--- config.mk ---
export PLATFORM = sky130hd
export DESIGN_NAME = sar_word_deser
export DESIGN_NICKNAME = d
export VERILOG_FILES = /design/src/rtl/sar_word_deser.sv
export SDC_FILE = /design/constraint.sdc
export NUM_CORES = 1
export LEC_CHECK = 0
export CAP_MARGIN = 20
export CORE_MARGIN = 5
export CORE_UTILIZATION = 55
export DETAILED_ROUTE_END_ITERATION = 6
export DONT_BUFFER_PORTS = 1
export PLACE_DENSITY = 0.76
export RECOVER_POWER = 100
export SYNTH_ARGS = -nofsm -noshare
export SYNTH_HDL_FRONTEND = slang
export SYNTH_SLANG_ARGS = --single-unit
--- constraint.sdc ---
create_clock -name CLK -period 2.85 [get_ports CLK]
set_input_delay 0 -clock CLK [delete_from_list [all_inputs] [get_ports CLK]]
set_output_delay 0 -clock CLK [all_outputs]
set_load 0.02 [all_outputs]
--- src/rtl/sar_word_deser.sv ---
// Rebuilds parallel BITS-bit conversion words from the SAR logic's MSB-first serial result stream
// and queues them in a first-word-fall-through FIFO behind a valid/ready interface.
module sar_word_deser #(
    parameter int unsigned BITS  = 8,
    parameter int unsigned DEPTH = 4
) (
    input  logic                       CLK,
    input  logic                       XRST,
    input  logic                       COMP_CLK,
    input  logic                       DIGITAL_OUT,
    input  logic [BITS:0]              SDAC,
    output logic [BITS-1:0]            WORD_DATA,
    output logic                       WORD_VALID,
    input  logic                       WORD_READY,
    output logic [$clog2(DEPTH+1)-1:0] FIFO_LEVEL,
    output logic                       FRAME_ACTIVE,
    output logic                       OVERRUN,
    output logic                       SYNC_ERR,
    input  logic                       CLR_ERR
);

    localparam int unsigned PW = $clog2(DEPTH);
    localparam int unsigned LW = $clog2(DEPTH + 1);
    localparam int unsigned CW = $clog2(BITS);
    localparam logic [BITS:0]   MARK = {1'b1, {BITS{1'b0}}};
    localparam logic [CW-1:0]   LAST = CW'(BITS - 1);
    localparam logic [LW-1:0]   FULL = LW'(DEPTH);

    typedef enum logic {StHunt, StActive} state_e;

    state_e          state_q;
    logic [CW-1:0]   cnt_q;
    logic [BITS-2:0] shreg_q;
    logic            cc_q;
    logic            mark_q;

    logic [BITS-1:0] mem [DEPTH];
    logic [PW-1:0]   wr_ptr_q;
    logic [PW-1:0]   rd_ptr_q;
    logic [LW-1:0]   level_q;
    logic            overrun_q;
    logic            sync_err_q;

    logic            rise;
    logic            fall;
    logic            push;
    logic            pop;
    logic            full;
    logic            wr_en;
    logic            sync_hit;
    logic [BITS-1:0] push_word;

    assign rise      = COMP_CLK & ~cc_q;
    assign fall      = ~COMP_CLK & cc_q;
    assign push_word = {shreg_q, DIGITAL_OUT};
    assign push      = fall & ~mark_q & (state_q == StActive) & (cnt_q == LAST);
    assign sync_hit  = fall & mark_q & (state_q == StActive);
    assign full      = (level_q == FULL);
    assign pop       = (level_q != '0) & WORD_READY;
    // A full FIFO still accepts a word when the head leaves on the same edge.
    assign wr_en     = push & (~full | pop);

    always_ff @(posedge CLK or negedge XRST) begin
        if (!XRST) begin
            state_q <= StHunt;
            cnt_q   <= '0;
            shreg_q <= '0;
            cc_q    <= 1'b0;
            mark_q  <= 1'b0;
        end else begin
            cc_q <= COMP_CLK;
            if (rise) begin
                mark_q <= (SDAC == MARK);
            end
            if (fall) begin
                if (mark_q) begin
                    // A marker always (re)starts a frame, mid-frame or not.
                    shreg_q <= {{(BITS - 2){1'b0}}, DIGITAL_OUT};
                    cnt_q   <= CW'(1);
                    state_q <= StActive;
                end else if (state_q == StActive) begin
                    shreg_q <= {shreg_q[BITS-3:0], DIGITAL_OUT};
                    if (cnt_q == LAST) begin
                        cnt_q   <= '0;
                        state_q <= StHunt;
                    end else begin
                        cnt_q <= cnt_q + CW'(1);
                    end
                end
            end
        end
    end

    always_ff @(posedge CLK or negedge XRST) begin
        if (!XRST) begin
            wr_ptr_q   <= '0;
            rd_ptr_q   <= '0;
            level_q    <= '0;
            overrun_q  <= 1'b0;
            sync_err_q <= 1'b0;
        end else begin
            if (wr_en) begin
                wr_ptr_q <= wr_ptr_q + PW'(1);
            end
            if (pop) begin
                rd_ptr_q <= rd_ptr_q + PW'(1);
            end
            case ({wr_en, pop})
                2'b10:   level_q <= level_q + LW'(1);
                2'b01:   level_q <= level_q - LW'(1);
                default: level_q <= level_q;
            endcase
            if (push & ~wr_en) begin
                overrun_q <= 1'b1;
            end else if (CLR_ERR) begin
                overrun_q <= 1'b0;
            end
            if (sync_hit) begin
                sync_err_q <= 1'b1;
            end else if (CLR_ERR) begin
                sync_err_q <= 1'b0;
            end
        end
    end

    always_ff @(posedge CLK) begin
        if (wr_en) begin
            mem[wr_ptr_q] <= push_word;
        end
    end

    assign WORD_VALID   = (level_q != '0);
    assign WORD_DATA    = WORD_VALID ? mem[rd_ptr_q] : '0;
    assign FIFO_LEVEL   = level_q;
    assign FRAME_ACTIVE = (state_q == StActive);
    assign OVERRUN      = overrun_q;
    assign SYNC_ERR     = sync_err_q;

endmodule
==> results_dict.tcl <==
set metrics [dict create \
    p_leak_nw 0.9792 \
    vias 1506 \
    area_growth_pct 7.900 \
    synth_largest_area_cell "edfxtp_1" \
    rows 24 \
    synth_cells 179 \
    clock_skew_ns 0.007719 \
    drv_slew 0 \
    required_ns 2.79 \
    fin_crit_ns 2.570 \
    via_per_inst 6.198 \
    synth_common_cells "32 x edfxtp_1, 22 x dfrtp_1, 14 x nand2_1, 13 x o21ai_0, 12 x and2_1" \
    dp.final_hpwl_mm 3.300 \
    die_x_um 76.81 \
    cts_max_path_buffers 2 \
    synth.avg_cell_area_um2 13.71 \
    avgRoutedWirePerCell_um 19.48 \
    worstSetupStartpointType "flop" \
    drtIter0Drc 142 \
    numCtsBuffers 5 \
    cts-htree-levels 2 \
    dieArea_um2 5900 \
    final_util 0.6083 \
    antenna_left 0 \
    status "finished with violations" \
    die_y_um 76.81 \
    p_per_area_nw_per_um2 758.7 \
    ys.flop_type "edfxtp_1" \
    worstPathMaxFanout 9 \
    cts_tree "built" \
    clkSinkCount 54 \
    clk_pin_slew_ns 0.09 \
    start_util 0.5638 \
    r2r_cells 5 \
    clk-insertion-delay-late_ns 0.30 \
    slew_headroom 0.3174 \
    layout-drive-gt1-share 0.1053 \
    core_um2 4354 \
    yosysSeqAreaShare 0.6157 \
    synth_edf_count 32 \
    ir_drop_v 0.0003295 \
    setup_viol 0 \
    synth.area.top_cells "edfxtp_1 39%, dfrtp_1 22%, mux4_2 7.3%" \
    maxCapViolations 0 \
    holdWs_ns -0.02416 \
    globalplace.congestion 0.7997 \
    yosysMostFrequentCell "edfxtp_1" \
    yosysUniqueCellTypes 40 \
    cts_resized 0 \
    worst-setup-path-type "reg -> reg" \
    drcViolationCount 0 \
    arrival_ns 2.51 \
    grt_pass1_wl_mm 8.059 \
    ys_ff_latch 54 \
    track_usage 0.1742 \
    cp-end-kind "flop" \
    finalCritPeriodShare 0.9018 \
    hold_viol 4 \
    yosys.area.top_type_share 0.3914 \
    worst_pin_slew_ns 1.024 \
    cts_root_buffer "clkbuf_8" \
    ioPinCount 30 \
    fmax_mhz 389.1 \
    async_flop_share 0.4074 \
    rsz0062_at_grt "no" \
    grt_max_degree 23 \
    finalSetupTns_ns 0 \
    fin_nets 211 \
    first_global_vias 1630 \
    port_buffers 0 \
    cts_setup_buffers 0 \
    grt_overflow_total 0 \
    synth_area_um2 2455 \
    synthesis.nets 201 \
    violations "hold timing" \
    yosys_warnings 0 \
    hp-class "in -> async" \
    fillers 326 \
    antenna_found_initial 1 \
    drt-pass1-iter-count 4 \
    drt-total-wl_mm 4.733 \
]
-- repair_timing --
action | CTS | global route
hold buffers | 7 | 0
endpoints found under the setup margin | 0 | 0
endpoints found under the hold margin | 35 | 0
-- layout by cell type (no fill, tap or decap), types with 3 or more instances in the layout --
| cell type | Yosys | final |
|---|---|---|
| a21oi_1 | 8 | 8 |
| a31oi_1 | 4 | 4 |
| and2_0 | 0 | 9 |
| and2_1 | 12 | 3 |
| and2b_1 | 5 | 5 |
| clkbuf_1 | 4 | 4 |
| clkbuf_8 | 0 | 5 |
| dfrtp_1 | 22 | 22 |
| dlygate4sd3_1 | 0 | 7 |
| edfxtp_1 | 32 | 32 |
| ha_1 | 6 | 6 |
| inv_1 | 5 | 5 |
| mux4_2 | 8 | 8 |
| nand2_1 | 14 | 14 |
| nand2b_1 | 3 | 3 |
| nor2b_1 | 5 | 5 |
| nor3_1 | 5 | 6 |
| o21ai_0 | 13 | 13 |
| xnor2_1 | 4 | 4 |
-- worst paths after layout --
check / from / endpoint / slack (ns)
min in group CLK: WORD_READY / FIFO_LEVEL[2]$_DFFE_PN0P_ / 0.04
hold reg to reg: cnt_q[1]$_DFFE_PN0P_ / cnt_q[1]$_DFFE_PN0P_ / 0.55
max in group asynchronous: XRST / shreg_q[3]$_DFFE_PN0P_ / 1.69
setup reg to reg: cnt_q[0]$_DFFE_PN0P_ / mem[3][0]$_DFFE_PP_ / 0.28
hold / removal: XRST / shreg_q[6]$_DFFE_PN0P_ / -0.02
setup / recovery: cnt_q[0]$_DFFE_PN0P_ / mem[3][0]$_DFFE_PP_ / 0.28
-- metrics by stage --
stage / std cells / instance area [µm²] / worst slack [ns] / total power, mW
finish: 243 / 2649 / 0.2800 / 2.010
detailed placement: 226 / 2505 / 0.4090 / 1.614
global route: 243 / 2649 / 0.07103 / 2.120
floorplan: 179 / 2455 / 0.7502 / 1.499
CTS: 241 / 2661 / 0.3792 / 2.034
global placement: 226 / 2505 / 0.6913 / 1.573
-- area by class of cell --
| cell class | count | area (µm²) | area share |
|---|---|---|---|
| Clock buffer | 6 | 72.57 | 0.02740 |
| Timing Repair Buffer | 11 | 88.84 | 0.03354 |
| Sequential cell | 54 | 1511 | 0.5706 |
| Inverter | 5 | 18.77 | 0.007085 |
| Multi-Input combinational cell | 112 | 875.8 | 0.3307 |
| Clock inverter | 2 | 13.76 | 0.005196 |
| Antenna cell | 1 | 2.502 | 0.0009447 |
| Tap cell | 52 | 65.06 | 0.02456 |
-- cells by family after synthesis --
kind of cell    after synthesis  share of synthesized area
compound gates               33                    0.08308
xor+xnor                      4                    0.01427
fa+ha+maj                     7                    0.03874
buf+inv                      13                    0.02293
flops                        54                     0.6157
mux                           9                    0.07798
simple gates                 59                     0.1473
-- layer usage --
| metal | share of wire | vias up | GRT usage |
|---|---|---|---|
| met5 | 0 | - | 0 |
| met4 | 0.032 | 0 | 0.07168 |
| met3 | 0.069 | 16 | 0.04333 |
| met2 | 0.52 | 71 | 0.3039 |
| met1 | 0.38 | 738 | 0.2032 |
| li1 | - | 681 | - |
-- sequential cells by signal, indices dropped and copies added, names as in the netlist --
register	cells
mem	32
shreg_q	7
FIFO_LEVEL	3
cnt_q	3
rd_ptr_q	2
wr_ptr_q	2
FRAME_ACTIVE	1
OVERRUN	1
SYNC_ERR	1
cc_q	1
mark_q	1
-- power by group --
group          switching, mW  internal (mW)
sequential             0.171          0.891
combinational          0.294          0.243
clock                  0.237          0.174
total                  0.702           1.31
-- critical path: stages (launching register included) --
cell,delay (ns)
dfrtp_1,0.38
ha_1,0.16
ha_1,0.19
nand2b_1,0.15
nor3_1,0.73
and2_0,0.59
Note: power is estimated with default switching activity, not from simulation.
